[src/rtl/tkz_pkg.sv]
// Shared types and helpers for the masked TKz state store.
package tkz_pkg;

  typedef enum logic [1:0] {
    IDLE  = 2'd0,
    LOAD  = 2'd1,
    READY = 2'd2
  } fsm_e;

  // Per-share next-state selection, decoded once in the top and broadcast.
  typedef enum logic [2:0] {
    SEL_HOLD    = 3'd0,
    SEL_SHIFT   = 3'd1,
    SEL_UPD     = 3'd2,
    SEL_REV     = 3'd3,
    SEL_RESTORE = 3'd4
  } sel_e;

  function automatic int state_w(input int words, input int w);
    return words * w;
  endfunction

  // Beat-counter width; a single-word load still needs one counter bit.
  function automatic int cnt_w(input int words);
    return (words > 1) ? $clog2(words) : 1;
  endfunction

endpackage

[src/rtl/tkz_share_reg.sv]
// One Boolean share of the TKz state: state and snapshot registers with the
// load-shift / capture / restore mux. Shares never see each other's data.
module tkz_share_reg
  import tkz_pkg::*;
#(
  parameter int W          = 32,
  parameter int WORDS      = 4,
  parameter int CLOCK_GATE = 0,
  localparam int STATE_W   = state_w(WORDS, W)
) (
  input  logic               clk,
  input  logic               rst,
  input  sel_e               sel,
  input  logic               snap_en,
  input  logic [W-1:0]       si_word,
  input  logic [STATE_W-1:0] upd_state,
  input  logic [STATE_W-1:0] rev_state,
  output logic [STATE_W-1:0] state_q
);

  logic [STATE_W-1:0] snap_q;
  logic [STATE_W-1:0] state_d;
  logic               state_en;
  logic               gclk;

  assign state_en = (sel != SEL_HOLD);

  // Next-state mux: new load words enter at the top so the first word ends in word 0.
  always_comb begin
    // NOTE: default first so every path assigns state_d and no latch is inferred.
    state_d = state_q;
    case (sel)
      SEL_SHIFT:   state_d = {si_word, state_q[STATE_W-1:W]};
      SEL_UPD:     state_d = upd_state;
      SEL_REV:     state_d = rev_state;
      SEL_RESTORE: state_d = snap_q;
      default:     state_d = state_q;
    endcase
  end

  if (CLOCK_GATE != 0) begin : g_cg
    logic en_l;
    // Glitch-free clock gate: enable is sampled while the clock is low.
    always_latch begin
      // NOTE: this latch is intentional; it is the standard clock-gating cell.
      if (!clk) en_l = state_en | snap_en;
    end
    assign gclk = clk & en_l;
  end else begin : g_nocg
    assign gclk = clk;
  end

  // State and snapshot registers; snapshot takes the pre-update state, so snap+restore swaps.
  always_ff @(posedge gclk or posedge rst) begin
    if (rst) begin
      // NOTE: the snapshot is reset too, so a restore before any snap yields a defined zero state.
      state_q <= '0;
      snap_q  <= '0;
    end else begin
      // NOTE: non-blocking so snap_q captures the old state_q even when both update together.
      if (state_en) state_q <= state_d;
      if (snap_en)  snap_q  <= state_q;
    end
  end

endmodule

[src/rtl/tkz_update_nshare.sv]
// Masked TKz state store: load FSM, beat counter and handshake, with the
// capture/snapshot decode broadcast to NSHARES lock-step share registers.
module tkz_update_nshare
  import tkz_pkg::*;
#(
  parameter int NSHARES    = 4,
  parameter int W          = 32,
  parameter int WORDS      = 4,
  parameter int CLOCK_GATE = 0,
  localparam int STATE_W   = state_w(WORDS, W)
) (
  input  logic                       clk,
  input  logic                       rst,
  input  logic                       start_load,
  input  logic [NSHARES*W-1:0]       si_data,
  input  logic                       si_valid,
  output logic                       si_ready,
  output logic                       load_done,
  input  logic                       upd,
  input  logic                       rev,
  input  logic                       snap,
  input  logic                       restore,
  input  logic [NSHARES*STATE_W-1:0] skinny_tkz,
  input  logic [NSHARES*STATE_W-1:0] skinny_tkz_revert,
  output logic [NSHARES*W-1:0]       tkz,
  output logic [NSHARES*STATE_W-1:0] tkz_full
);

  localparam int CNT_W = cnt_w(WORDS);
  localparam logic [CNT_W-1:0] LAST_BEAT = CNT_W'(WORDS - 1);

  fsm_e             fsm_q;
  logic [CNT_W-1:0] cnt_q;
  sel_e             sel;
  logic             snap_en;
  logic             beat;

  assign si_ready = (fsm_q == LOAD);
  assign beat     = si_valid & si_ready;

  // Decode the share-register operation; load path wins, captures only in READY.
  always_comb begin
    sel     = SEL_HOLD;
    snap_en = 1'b0;
    if (fsm_q == LOAD) begin
      if (beat) sel = SEL_SHIFT;
    end else if (fsm_q == READY) begin
      if (rev)          sel = SEL_REV;
      else if (upd)     sel = SEL_UPD;
      else if (restore) sel = SEL_RESTORE;
      snap_en = snap;
    end
  end

  // Load FSM and beat counter; a start_load during LOAD restarts the count.
  always_ff @(posedge clk or posedge rst) begin
    if (rst) begin
      fsm_q     <= IDLE;
      cnt_q     <= '0;
      load_done <= 1'b0;
    end else begin
      load_done <= 1'b0;
      case (fsm_q)
        IDLE: begin
          if (start_load) begin
            fsm_q <= LOAD;
            cnt_q <= '0;
          end
        end
        LOAD: begin
          if (start_load) begin
            // A beat in the restart cycle becomes beat 0 of the new load.
            cnt_q <= beat ? CNT_W'(1) : '0;
          end else if (beat) begin
            if (cnt_q == LAST_BEAT) begin
              cnt_q     <= '0;
              fsm_q     <= READY;
              load_done <= 1'b1;
            end else begin
              cnt_q <= cnt_q + CNT_W'(1);
            end
          end
        end
        READY: begin
          if (start_load) begin
            fsm_q <= LOAD;
            cnt_q <= '0;
          end
        end
        default: fsm_q <= IDLE;
      endcase
    end
  end

  for (genvar s = 0; s < NSHARES; s++) begin : g_share
    logic [STATE_W-1:0] share_state;

    tkz_share_reg #(
      .W          (W),
      .WORDS      (WORDS),
      .CLOCK_GATE (CLOCK_GATE)
    ) u_share (
      .clk       (clk),
      .rst       (rst),
      .sel       (sel),
      .snap_en   (snap_en),
      .si_word   (si_data[s*W +: W]),
      .upd_state (skinny_tkz[s*STATE_W +: STATE_W]),
      .rev_state (skinny_tkz_revert[s*STATE_W +: STATE_W]),
      .state_q   (share_state)
    );

    assign tkz_full[s*STATE_W +: STATE_W] = share_state;
    assign tkz[s*W +: W]                  = share_state[W-1:0];
  end

endmodule

[config.mk]
export PLATFORM = sky130hd
export DESIGN_NAME = tkz_update_nshare
export DESIGN_NICKNAME = d
export VERILOG_FILES = /design/src/rtl/tkz_pkg.sv /design/src/rtl/tkz_share_reg.sv /design/src/rtl/tkz_update_nshare.sv
export SDC_FILE = /design/constraint.sdc
export NUM_CORES = 2
export LEC_CHECK = 0
export BUFFER_PORTS_ARGS = -buffer_cell sky130_fd_sc_hd__buf_2
export CAP_MARGIN = 40
export CORE_AREA = 2 2 694 696
export DETAILED_ROUTE_END_ITERATION = 12
export DIE_AREA = 0 0 696 698
export HOLD_SLACK_MARGIN = 0.06
export REMOVE_ABC_BUFFERS = 1
export SETUP_SLACK_MARGIN = 0.4
export SLEW_MARGIN = 20
export SYNTH_ARGS = -nofsm -noshare
export SYNTH_HDL_FRONTEND = slang
export SYNTH_SLANG_ARGS = --single-unit
export TNS_END_PERCENT = 5
[constraint.sdc]
create_clock -name clk -period 77.3 [get_ports clk]
set_input_delay 7.73 -clock clk [delete_from_list [all_inputs] [get_ports clk]]
set_output_delay 7.73 -clock clk [all_outputs]
set_load 0.1 [all_outputs]
==> impl_results.md <==
* Reg power frac at 0.300
* CTS Buf Count at 124
* WS Path Type: in -> async
* Post-placement worst setup slack at 64.56 ns
* RSZ-0062 raised after global routing: no
* Critical path required time at 78.31 ns
* CTS sink cnt at 1029
* DP Area at 0.0653 mm2
* Post-CTS resize count at 0
* Worst-Margin Slew at 1.20 ns
* FF-to-FF setup slack at 73.16 ns
* Post-CTS Setup Bufs at 0
* IO Count at 1802
* Final TNS setup at 0 ns
* CP max stage cell: buf_4
* Via count at 48334
* Placeable core area at 0.478 mm2
* Top cell by count, worst path: buf_4
* Sequential-to-total area share from yosys stat at 0.519
* H-tree levels at 3
* Critical Path, Cell by Cell: buf_2 -> inv_8 -> buf_16 -> buf_4 -> buf_16 -> buf_4 -> buf_4 -> buf_4 -> buf_4 -> buf_4 -> buf_16
* CP Capture Type: async pin
* Average wire per standard cell at 31.0 um
* Final worst setup slack at 65.81 ns
* Clock skew at approximately 0.059 ns
* Synth unique cells at 26
* Final WL at between 300000 and 400000 um
* CP Launch Point: rst
* Post-layout min period at ~11 ns
* Initial core utilization at 0.104
* Detailed Route Iter0 Violations at ~4700
* Crit-path max FO at 84
* P_int at 1.14 mW
* Synthesized flop and latch total at 1029
* HP Class: reg -> reg
* Power consumption at 2.49 mW
* CTS tree: yes
* VDD IR max at 0.0388 mV
* Synth Area per Inst at 10.9 um2
* Chip Width at 696 um
* Vert. Die Dim at 698 um
* FF-to-FF path depth at 7
* Reg2reg end: g_share[2].u_share.snap_q[30]$_DFFE_PP0P_
* Remaining DRCs at 0
* Worst setup endpoint: g_share[3].u_share.state_q[33]$_DFFE_PP0P_
* Vias in the first global route at 45722
* Clock Power Share at 0.252
* Vias per inst at ~3.8
* Clock Root Buffer: clkbuf_16
* Delay-heaviest family, CP: buffers and inverters
* Max Transition Viols Final at 0
* GRT Total Usage at 0.154
* Outcome: completed
* Critical Path AT at 12.50 ns
* Layout overhead on the synthesized area at 41.1%
* Rel. slew slack at 0.203
* DP HPWL at approximately 330000 um
* Switching part of the total power at 0.544
* First-pass GRT wire length at 493000 um
* Buffer and inverter count on the worst path at 11
* Worst-Skew Late Latency at 0.88 ns
* Worst Setup Start Kind: input pin
* Maximum clock rate at 0.0870 GHz
* Reg area at 0.0257 mm2
* Area of the multi-input gates at 0.0211 mm2
* Clk buf depth at 4
* Initial antenna violation count at 221
* Levels on crit path at 11
* Drt pass-1 iters at 8
* Pwr Density at roughly 36 mW/mm2
* FILL cells at 53895
* Final instance area at ~0.07 mm2
* DIE AREA at 0.486 mm2
* Share of cells above drive strength 1 at 0.435
* Final Hold Fails at 0
* Grt ovf at 0
* Syn Inst Count at approximately 4500
* CTS Hold Buffers Added at 0
* IO Port Bufs at between 1500 and 2000
* Final setup viols at 0
* Max-Cap Viols at 0
* P_sw at approximately 1.4 mW
* Largest net degree at the start of global routing at 169
* Nets at roughly 7200
* Rows at 254
* YS warnings at 0
* RD Place Congestion at just over 1
* Mapped Area at 0.0496 mm2
* Clock slew at reported path FFs at ~0.06 ns
* Period utilization at 0.149
* Pleak at 31.1 nW
* Comb power frac at 0.448
* Reg2reg start: fsm_q[1]$_DFFE_PP0P_
* Post-route ant nets at 0
* Crit-path max cell delay at 0.67 ns
## placed cells by master (no fill, tap or decap), types with 8 or more instances in the layout
master,n
a211oi_1,427
clkinv_2,21
buf_2,1803
diode_2,88
o21ai_1,427
a22o_1,431
a21oi_1,8
a221o_1,83
o2bb2ai_1,83
buf_4,83
bufinv_16,13
clkbuf_16,125
dfrtp_1,1029
clkbuf_8,27
buf_12,32
clkbuf_1,14
o21ai_0,428
buf_16,14
mux2_2,512
a22oi_1,85
nand2_1,432
clkinvlp_4,8
## flip-flops by register name, summed over array words and instances, names as in the netlist
register                 count
g_share.u_share.state_q    512
load_done                    1
g_share.u_share.snap_q     512
cnt_q                        2
fsm_q                        2
## per-layer routing
layer / up-vias / global-route usage / wire length [um]
met5: - / 0.00366 / 655
met4: 72 / 0.0710 / 21100
met3: 738 / 0.0832 / 52700
met2: 2702 / 0.233 / 170000
met1: 24641 / 0.175 / 147000
li1: 20181 / - / -
## final cells by class
| cell class | count | share of cell area |
|---|---|---|
| Tap cell | 6400 | 0.114 |
| Antenna cell | 88 | 0.00314 |
| Sequential cell | 1029 | 0.368 |
| Multi-Input combinational cell | 2936 | 0.301 |
| Inverter | 2 | 0.000214 |
| Clock buffer | 166 | 0.0507 |
| Clock inverter | 55 | 0.0104 |
| Timing Repair Buffer | 1933 | 0.153 |
## worst min path at each step
stage | start | end | cells past startpoint | slack, ns
6_report | g_share[3].u_share.snap_q[70]$_DFFE_PP0P_ | g_share[3].u_share.state_q[70]$_DFFE_PP0P_ | 2 | 0.50
5_1_grt | g_share[3].u_share.snap_q[18]$_DFFE_PP0P_ | g_share[3].u_share.snap_q[18]$_DFFE_PP0P_ | 1 | 0.51
4_1_cts | g_share[3].u_share.snap_q[70]$_DFFE_PP0P_ | g_share[3].u_share.state_q[70]$_DFFE_PP0P_ | 2 | 0.47
3_5_place_dp | g_share[1].u_share.snap_q[76]$_DFFE_PP0P_ | g_share[1].u_share.snap_q[76]$_DFFE_PP0P_ | 1 | 0.49
3_3_place_gp | g_share[0].u_share.snap_q[50]$_DFFE_PP0P_ | g_share[0].u_share.snap_q[50]$_DFFE_PP0P_ | 1 | 0.49
2_1_floorplan | g_share[1].u_share.snap_q[95]$_DFFE_PP0P_ | g_share[1].u_share.snap_q[95]$_DFFE_PP0P_ | 1 | 0.48
## through the flow
stage               utilization  std cells  hold slack (ns)
floorplan                     -       3967            0.480
global placement          0.135      12255            0.487
detailed placement        0.137      12288            0.493
CTS                       0.146      12509            0.469
global route              0.146      12566            0.510
finish                    0.147      12609            0.498
## cells in the mapped netlist
library cell | n | area share
a211oi_1 | 427 | 0.065
a21oi_1 | 8 | 0.00081
nor2_1 | 6 | 0.00045
clkbuf_1 | 252 | 0.019
o22a_1 | 1 | 0.00018
o21ai_1 | 427 | 0.043
nand3_1 | 1 | 0.00010
nor3_2 | 1 | 0.00020
a22o_1 | 431 | 0.076
inv_1 | 2 | 0.00015
buf_1 | 18 | 0.0014
buf_4 | 128 | 0.019
dfrtp_1 | 1029 | 0.52
ha_1 | 1 | 0.00025
o2bb2ai_1 | 83 | 0.015
a32o_1 | 1 | 0.00020
buf_2 | 176 | 0.018
a22oi_1 | 85 | 0.013
nand2_1 | 433 | 0.033
o21ai_0 | 428 | 0.043
nand2b_1 | 2 | 0.00025
mux2_2 | 512 | 0.12
nor2b_1 | 4 | 0.00050
o22ai_2 | 1 | 0.00025
nor4_4 | 1 | 0.00043
a221o_1 | 83 | 0.017
## worst min-delay path, cell delays in order, from the launching register on
cell and delay, ns:
dfrtp_1 0.34, a211oi_1 0.07, o21ai_1 0.12
## power by group through the flow
stage | Combinational, mW | Sequential, mW | Clock, mW
4_1_cts | 1.13 | 0.748 | 0.643
2_1_floorplan | 0.133 | 1.32 | 0
3_3_place_gp | 1.11 | 0.753 | 0
6_report | 1.12 | 0.748 | 0.628
3_5_place_dp | 1.13 | 0.757 | 0
5_1_grt | 1.16 | 0.758 | 0.662
## cells by family after synthesis
kind of cell / count (synthesis) / share of synthesized area
buffers and inverters: 576 / 0.0577
AND/OR/NAND/NOR: 448 / 0.0347
adder cells (fa/ha/maj): 1 / 0.000252
flip-flops: 1029 / 0.519
AO/OA/AOI/OAI: 1975 / 0.273
multiplexers: 512 / 0.116
No activity file was read; power rests on OpenSTA's default activity.
